**config.mk**
```make
export PLATFORM = sky130hd
export DESIGN_NAME = mem_responder_flat
export DESIGN_NICKNAME = d
export VERILOG_FILES = /design/src/rtl/cpu_types_pkg.sv /design/src/rtl/mem_responder_if.sv /design/src/rtl/mem_arbiter.sv /design/src/rtl/mem_responder.sv /design/src/flat_wrapper.sv
export SDC_FILE = /design/constraint.sdc
export NUM_CORES = 1
export LEC_CHECK = 0
export BUFFER_PORTS_ARGS = -buffer_cell sky130_fd_sc_hd__buf_2
export CORE_UTILIZATION = 46
export CTS_CLUSTER_DIAMETER = 30
export CTS_CLUSTER_SIZE = 28
export DETAILED_ROUTE_END_ITERATION = 10
export PLACE_DENSITY = 0.8
export SETUP_SLACK_MARGIN = 0.02
export SLEW_MARGIN = 40
export SYNTH_ARGS = -nofsm -noshare
export SYNTH_HDL_FRONTEND = slang
export SYNTH_SLANG_ARGS = --single-unit
```
**constraint.sdc**
```tcl
create_clock -name CLK -period 2 [get_ports CLK]
set_input_delay 0.2 -clock CLK [delete_from_list [all_inputs] [get_ports CLK]]
set_output_delay 0.2 -clock CLK [all_outputs]
set_load 0.02 [all_outputs]
```
**src/rtl/cpu_types_pkg.sv**
```systemverilog
// Shared types for the memory responder slice.
//   word_t           : 32-bit bus word
//   ramstate_t       : RAM handshake state (FREE/BUSY/ACCESS/ERROR)
//   memresp_state_t  : responder FSM states
//   ABORT_WORD       : load value returned when a transaction is aborted
package cpu_types_pkg;
  typedef logic [31:0] word_t;

  typedef enum logic [1:0] {
    FREE   = 2'd0,
    BUSY   = 2'd1,
    ACCESS = 2'd2,
    ERROR  = 2'd3
  } ramstate_t;

  typedef enum logic [2:0] {
    IDLE   = 3'd0,
    BUSY_I = 3'd1,
    BUSY_D = 3'd2,
    RESP_I = 3'd3,
    RESP_D = 3'd4
  } memresp_state_t;

  localparam word_t ABORT_WORD = 32'hBAD0BAD0;

  // Response state that follows a busy state.
  function automatic memresp_state_t resp_of(input memresp_state_t s);
    return (s == BUSY_D) ? RESP_D : RESP_I;
  endfunction
endpackage

```
**src/rtl/mem_responder_if.sv**
```systemverilog
// Request/RAM bus bundle for mem_responder.
//   CPU side : iREN/iaddr/iwait/iload, dREN/dWEN/daddr/dstore/dwait/dload
//   RAM side : ramREN/ramWEN/ramaddr/ramstore/ramload/ramstate, ram_err
// Modports: slave = the responder, master = requester + RAM environment.
interface mem_responder_if;
  import cpu_types_pkg::*;

  logic      iREN;
  word_t     iaddr;
  logic      iwait;
  word_t     iload;
  logic      dREN;
  logic      dWEN;
  word_t     daddr;
  word_t     dstore;
  logic      dwait;
  word_t     dload;
  logic      ramREN;
  logic      ramWEN;
  word_t     ramaddr;
  word_t     ramstore;
  word_t     ramload;
  ramstate_t ramstate;
  logic      ram_err;

  modport slave (
    input  iREN, iaddr, dREN, dWEN, daddr, dstore, ramload, ramstate,
    output iwait, iload, dwait, dload, ramREN, ramWEN, ramaddr, ramstore, ram_err
  );

  modport master (
    output iREN, iaddr, dREN, dWEN, daddr, dstore, ramload, ramstate,
    input  iwait, iload, dwait, dload, ramREN, ramWEN, ramaddr, ramstore, ram_err
  );
endinterface

```
**src/rtl/mem_arbiter.sv**
```systemverilog
// Next-grant logic for the single RAM port plus the data-starvation counter.
// Ports:
//   i_clk, i_nrst : clock, synchronous active-low reset
//   i_arb_en      : responder is idle and may grant this cycle
//   i_dreq        : data read or write pending
//   i_ireq        : instruction fetch pending
//   o_grant_d/i   : one-hot grant (combinational, valid only with i_arb_en)
module mem_arbiter #(
  parameter int STARVE_LIMIT = 4
) (
  input  logic i_clk,
  input  logic i_nrst,
  input  logic i_arb_en,
  input  logic i_dreq,
  input  logic i_ireq,
  output logic o_grant_d,
  output logic o_grant_i
);
  localparam int            CW    = $clog2(STARVE_LIMIT + 1);
  localparam logic [CW-1:0] LIMIT = CW'(STARVE_LIMIT);

  logic [CW-1:0] r_starve_cnt;
  logic          w_starved;

  // The limit only bites while a fetch is actually waiting; with iREN low a
  // saturated count must not lock out data forever.
  assign w_starved = i_ireq && (r_starve_cnt >= LIMIT);
  assign o_grant_d = i_arb_en && i_dreq && !w_starved;
  assign o_grant_i = i_arb_en && i_ireq && !o_grant_d;

  always_ff @(posedge i_clk) begin
    if (!i_nrst) begin
      r_starve_cnt <= '0;
    end else if (o_grant_d) begin
      if (!i_ireq)                r_starve_cnt <= '0;
      else if (r_starve_cnt < LIMIT) r_starve_cnt <= r_starve_cnt + 1'b1;
    end else if (o_grant_i) begin
      r_starve_cnt <= '0;
    end
  end
endmodule

```
**src/rtl/mem_responder.sv**
```systemverilog
// Memory-side responder: arbitrates instruction and data requests onto one
// RAM port, holds the requester in wait until RAM completes, then releases
// wait for exactly one cycle with the load data.
// Ports:
//   CLK, nRST : clock, synchronous active-low reset
//   bus       : mem_responder_if.slave (CPU request channels + RAM port)
//   stat_*    : only with MEM_RESP_STATS_EN defined -- completed instruction
//               and data transactions, and cycles spent in BUSY_I/BUSY_D
// Optional feature macro: MEM_RESP_STATS_EN
module mem_responder
  import cpu_types_pkg::*;
#(
  parameter int STARVE_LIMIT = 4,
  parameter int MAX_RETRY    = 3
) (
  input  logic           CLK,
  input  logic           nRST,
  mem_responder_if.slave bus
`ifdef MEM_RESP_STATS_EN
  ,
  output word_t          stat_icount,
  output word_t          stat_dcount,
  output word_t          stat_stall
`endif
);
  localparam int            RW         = (MAX_RETRY > 1) ? $clog2(MAX_RETRY) : 1;
  localparam logic [RW-1:0] RETRY_LAST = RW'(MAX_RETRY - 1);

  memresp_state_t r_state;
  logic           r_wr;
  word_t          r_addr;
  word_t          r_store;
  logic           r_ramREN;
  logic           r_ramWEN;
  logic           r_ram_err;
  word_t          r_iload;
  word_t          r_dload;
  logic [RW-1:0]  r_retry_cnt;

  logic w_arb_en, w_grant_d, w_grant_i;

  assign w_arb_en = (r_state == IDLE);

  mem_arbiter #(.STARVE_LIMIT(STARVE_LIMIT)) u_arb (
    .i_clk    (CLK),
    .i_nrst   (nRST),
    .i_arb_en (w_arb_en),
    .i_dreq   (bus.dREN | bus.dWEN),
    .i_ireq   (bus.iREN),
    .o_grant_d(w_grant_d),
    .o_grant_i(w_grant_i)
  );

  always_ff @(posedge CLK) begin
    if (!nRST) begin
      r_state     <= IDLE;
      r_wr        <= 1'b0;
      r_addr      <= '0;
      r_store     <= '0;
      r_ramREN    <= 1'b0;
      r_ramWEN    <= 1'b0;
      r_ram_err   <= 1'b0;
      r_iload     <= '0;
      r_dload     <= '0;
      r_retry_cnt <= '0;
    end else begin
      r_ram_err <= 1'b0;
      case (r_state)
        IDLE: begin
          if (w_grant_d) begin
            // dWEN wins when both strobes are high
            r_wr        <= bus.dWEN;
            r_addr      <= bus.daddr;
            r_store     <= bus.dstore;
            r_ramREN    <= !bus.dWEN;
            r_ramWEN    <= bus.dWEN;
            r_retry_cnt <= '0;
            r_state     <= BUSY_D;
          end else if (w_grant_i) begin
            r_wr        <= 1'b0;
            r_addr      <= bus.iaddr;
            r_store     <= '0;
            r_ramREN    <= 1'b1;
            r_ramWEN    <= 1'b0;
            r_retry_cnt <= '0;
            r_state     <= BUSY_I;
          end
        end
        BUSY_I, BUSY_D: begin
          case (bus.ramstate)
            ACCESS: begin
              r_ramREN    <= 1'b0;
              r_ramWEN    <= 1'b0;
              r_retry_cnt <= '0;
              if (r_state == BUSY_I)  r_iload <= bus.ramload;
              else if (!r_wr)         r_dload <= bus.ramload;
              r_state <= resp_of(r_state);
            end
            ERROR: begin
              // strobes stay up on a retry so the RAM sees the access again
              if (r_retry_cnt == RETRY_LAST) begin
                r_ramREN    <= 1'b0;
                r_ramWEN    <= 1'b0;
                r_retry_cnt <= '0;
                r_ram_err   <= 1'b1;
                if (r_state == BUSY_I) r_iload <= ABORT_WORD;
                else                   r_dload <= ABORT_WORD;
                r_state <= resp_of(r_state);
              end else begin
                r_retry_cnt <= r_retry_cnt + 1'b1;
              end
            end
            default: ;
          endcase
        end
        RESP_I, RESP_D: r_state <= IDLE;
        default:        r_state <= IDLE;
      endcase
    end
  end

  assign bus.ramREN   = r_ramREN;
  assign bus.ramWEN   = r_ramWEN;
  assign bus.ramaddr  = r_addr;
  assign bus.ramstore = r_store;
  assign bus.ram_err  = r_ram_err;
  assign bus.iload    = r_iload;
  assign bus.dload    = r_dload;
  assign bus.iwait    = (r_state != RESP_I);
  assign bus.dwait    = (r_state != RESP_D);

`ifdef MEM_RESP_STATS_EN
  word_t r_stat_icount, r_stat_dcount, r_stat_stall;

  // A transaction counts as complete during its single response cycle.
  always_ff @(posedge CLK) begin
    if (!nRST) begin
      r_stat_icount <= '0;
      r_stat_dcount <= '0;
      r_stat_stall  <= '0;
    end else begin
      if (r_state == RESP_I) r_stat_icount <= r_stat_icount + 32'd1;
      if (r_state == RESP_D) r_stat_dcount <= r_stat_dcount + 32'd1;
      if (r_state == BUSY_I || r_state == BUSY_D) r_stat_stall <= r_stat_stall + 32'd1;
    end
  end

  assign stat_icount = r_stat_icount;
  assign stat_dcount = r_stat_dcount;
  assign stat_stall  = r_stat_stall;
`endif
endmodule

```
**src/flat_wrapper.sv**
```systemverilog
// flat-port wrapper written by rule: the top's interface ports become plain ports
module mem_responder_flat import cpu_types_pkg::*;
#(
  parameter int STARVE_LIMIT = 4,
  parameter int MAX_RETRY    = 3
)
  (CLK, nRST, bus_iREN, bus_iaddr, bus_dREN, bus_dWEN, bus_daddr, bus_dstore, bus_ramload, bus_ramstate, bus_iwait, bus_iload, bus_dwait, bus_dload, bus_ramREN, bus_ramWEN, bus_ramaddr, bus_ramstore, bus_ram_err);
  mem_responder_if bus_i ();
  input  logic CLK;
  input  logic nRST;
  input wire logic [$bits(bus_i.iREN)-1:0] bus_iREN;
  input wire logic [$bits(bus_i.iaddr)-1:0] bus_iaddr;
  input wire logic [$bits(bus_i.dREN)-1:0] bus_dREN;
  input wire logic [$bits(bus_i.dWEN)-1:0] bus_dWEN;
  input wire logic [$bits(bus_i.daddr)-1:0] bus_daddr;
  input wire logic [$bits(bus_i.dstore)-1:0] bus_dstore;
  input wire logic [$bits(bus_i.ramload)-1:0] bus_ramload;
  input wire logic [$bits(bus_i.ramstate)-1:0] bus_ramstate;
  output wire logic [$bits(bus_i.iwait)-1:0] bus_iwait;
  output wire logic [$bits(bus_i.iload)-1:0] bus_iload;
  output wire logic [$bits(bus_i.dwait)-1:0] bus_dwait;
  output wire logic [$bits(bus_i.dload)-1:0] bus_dload;
  output wire logic [$bits(bus_i.ramREN)-1:0] bus_ramREN;
  output wire logic [$bits(bus_i.ramWEN)-1:0] bus_ramWEN;
  output wire logic [$bits(bus_i.ramaddr)-1:0] bus_ramaddr;
  output wire logic [$bits(bus_i.ramstore)-1:0] bus_ramstore;
  output wire logic [$bits(bus_i.ram_err)-1:0] bus_ram_err;
  assign bus_i.iREN = bus_iREN;
  assign bus_i.iaddr = bus_iaddr;
  assign bus_i.dREN = bus_dREN;
  assign bus_i.dWEN = bus_dWEN;
  assign bus_i.daddr = bus_daddr;
  assign bus_i.dstore = bus_dstore;
  assign bus_i.ramload = bus_ramload;
  assign bus_i.ramstate = bus_ramstate;
  assign bus_iwait = bus_i.iwait;
  assign bus_iload = bus_i.iload;
  assign bus_dwait = bus_i.dwait;
  assign bus_dload = bus_i.dload;
  assign bus_ramREN = bus_i.ramREN;
  assign bus_ramWEN = bus_i.ramWEN;
  assign bus_ramaddr = bus_i.ramaddr;
  assign bus_ramstore = bus_i.ramstore;
  assign bus_ram_err = bus_i.ram_err;
  mem_responder #(.STARVE_LIMIT(STARVE_LIMIT), .MAX_RETRY(MAX_RETRY)) u_core (.CLK(CLK), .nRST(nRST), .bus(bus_i));
endmodule
```
==> flow_metrics.py <==
metrics = {
    "clock_network": {
        "cts_tree": "built",
        "path_clk_slew_ns": 0.06,
        "cts_num_sinks": 140,
        "htreeDepth": 4,
        "clkLatencyLatePin_ns": 0.42,
        "cts_made_buffers": 17,
        "root_buffer": "clkbuf_16",
        "cts_buffer_depth": 2,
        "cts_resized": 0,
    },
    "routing": {
        "wl_um": 15600,
        "drt_first_pass_iters": 5,
        "via_per_inst": 5.18,
        "ant_nets": 0,
        "vias": 5259,
        "drcViolationCount": 0,
        "drtIter0Drc": 395,
        "routedWlPerCell_um": 15.3,
    },
    "logic_synthesis": {
        "synth_cell_types": 36,
        "synthArstFlopShare_pct": 0,
        "postSynthAreaPerCell_um2": 8.96,
        "yosysSeqAreaShare_pct": 52.1,
        "yosys_warnings": 0,
        "synth-edff-count": 0,
        "ys.flop_type": "dfxtp_1",
        "synthesis.nets": 736,
        "syn_inst": 600,
        "syn-cell-area_um2": 5380,
        "ys_ff_latch": 140,
    },
    "grt": {
        "grt_max_degree": 71,
        "grt.overflow.total": 0,
        "grt.total_usage_pct": 25.3,
        "grt_pass1_wl_um": 23400,
        "antenna_found_initial": 2,
        "grt_pass1_vias": 4907,
    },
    "pwr": {
        "power_mw": 7.63,
        "power_density_nw_per_um2": 1020,
        "p_leak_nw": 3.45,
        "ir_drop_uv": 762,
    },
    "worst_setup_path": {
        "end_kind": "register",
        "path_buf_inv": 1,
        "start_kind": "register",
        "cp_top_family": "compound AO/OA/AOI/OAI gates",
        "path_class": "reg2reg",
        "crit_path_max_incr_delay_ns": 0.45,
        "crit_required_ns": 2.31,
        "crit_path_cell_trace": "nand2b_1, a2111oi_4, buf_12, nor2_1, a211oi_1",
        "worstPathArrival_ns": 2.11,
        "path_max_fanout": 48,
        "slowest_stage": "a2111oi_4",
    },
    "layout": {
        "stdcell_count": 1015,
        "final_common_cell": "buf_2",
        "final_area_um2": 7510,
        "area_growth_pct": 39.7,
        "finalNetCount": 994,
        "drive_above_1_share_pct": 36.4,
        "layout_common_cells": "buf_2 (267), dfxtp_1 (140), nor2_1 (117)",
        "post-route-util_pct": 65.8,
    },
    "die": {
        "ioPinCount": 268,
        "fp.dieH_um": 110,
        "initial_core_util_pct": 47.1,
        "core_area_um2": 11400,
        "dieArea_um2": 12100,
        "rows": 39,
        "die_x_um": 110,
    },
    "sta": {
        "worst_slack_ns": 0.206,
        "fin_setup_tns_ns": 0,
        "fin_crit_sh_pct": 89.7,
        "holdWs_ns": 0.0160,
        "max_clock_freq_ghz": 0.557,
        "worstMarginPinSlew_ns": 0.551,
        "maxSlewHeadroom_pct": 63.2,
        "slew_violations": 0,
        "timing.final.hold_violations": 0,
        "finalSetupViolCount": 0,
        "rsz0062_at_grt": "false",
        "finalCriticalPeriod_ns": 1.79,
        "fin_skew_ns": 0.0108,
    },
    "placed_design": {
        "portBuffers": 267,
        "gp_congestion": 0.843,
        "dp_cells": 970,
        "dpl.hpwl_um": 10500,
        "pre_cts_slack_ns": 0.232,
        "placed_area_um2": 6830,
    },
    "flow_run": {
        "max_cap_violations": 0,
    },
    "status": {
        "status": "finished, final reports clean",
    },
    "hold_path": {
        "hold_path.class": "in2reg",
    },
}
[where the power goes]
group          switching (mW)  internal [mW]  total (mW)
registers               0.113           3.01        3.12
clock network            1.14           1.88        3.02
logic                   0.932          0.553        1.48
[kinds of logic after synthesis]
| logic type | synth area share [%] |
|---|---|
| DFF | 52.1 |
| xor gates and xnor gates | 0.163 |
| and+or+nand+nor | 15.3 |
| AOI/OAI and AO/OA | 21.3 |
| buffers and inverters | 4.93 |
| adders and majority gates | 0.233 |
| muxes | 5.96 |
[worst reg2reg max path, cell delays in order, from the launching register on]
cell,delay (ns)
dfxtp_1,0.32
nand2b_1,0.28
a2111oi_4,0.45
buf_12,0.29
nor2_1,0.08
a211oi_1,0.27
[flip-flops by register name (all words and copies together), names as in the netlist, 2 cells and up]
signal / flops
u_core.bus.dload: 32
u_core.bus.iload: 32
u_core.bus.ramaddr: 32
u_core.bus.ramstore: 32
u_core.r_retry_cnt: 2
u_core.r_state: 3
u_core.u_arb.r_starve_cnt: 3
[timing repair]
action	in CTS	in global routing
hold endpoints to repair	12	0
setup endpoints to repair	0	0
setup buffers	0	0
hold buffers	12	0
[routing by layer]
metal	share of wire, %	vias up	GRT usage, %
li1	-	2603	-
met4	2.8	0	12.2
met1	41	2421	28.2
met5	0	-	0
met3	7.8	30	9.29
met2	49	205	42.6
[cell usage after synthesis (all sizes together) (2+ instances only)]
master | number | area share (%)
a21oi | 69 | 6.4
nor4 | 2 | 0.23
o21ai | 35 | 3.3
nand3 | 3 | 0.28
dfxtp | 140 | 52
nand2 | 40 | 2.8
nor2b | 2 | 0.23
nand3b | 2 | 0.28
a211oi | 33 | 4.8
a2111oi | 3 | 1.2
nor2 | 117 | 8.2
clkbuf | 30 | 2.1
nand2b | 2 | 0.23
buf | 23 | 2.8
mux2i | 32 | 6.0
a32oi | 2 | 0.33
a22oi | 32 | 4.5
nor3 | 3 | 0.28
a32o | 2 | 0.37
and2 | 18 | 2.1
or2 | 2 | 0.23
[path summary, 6_finish.rpt]
| kind | depth (start not counted) | slack, ns | end | startpoint |
|---|---|---|---|---|
| worst min register to register | 2 | 0.46 | u_core.bus.ramWEN | u_core.bus.ramWEN |
| worst max-delay path | 5 | 0.21 | u_core.bus.dload[29] | u_core.r_retry_cnt[0] |
| worst max register to register | 5 | 0.21 | u_core.bus.dload[29] | u_core.r_retry_cnt[0] |
| worst min-delay path | 3 | 0.02 | u_core.bus.ramstore[3] | bus_dstore[3] |
[area by class of cell]
class	instances	area, µm²
Clock buffer	23	468
Antenna cell	2	5.00
Tap cell	143	179
Multi-Input combinational cell	406	2330
Fill cell	965	3910
Inverter	1	5.00
Clock inverter	8	92.6
Sequential cell	140	2800
Timing Repair Buffer	292	1630
Note: power is estimated with default switching activity, not from simulation.
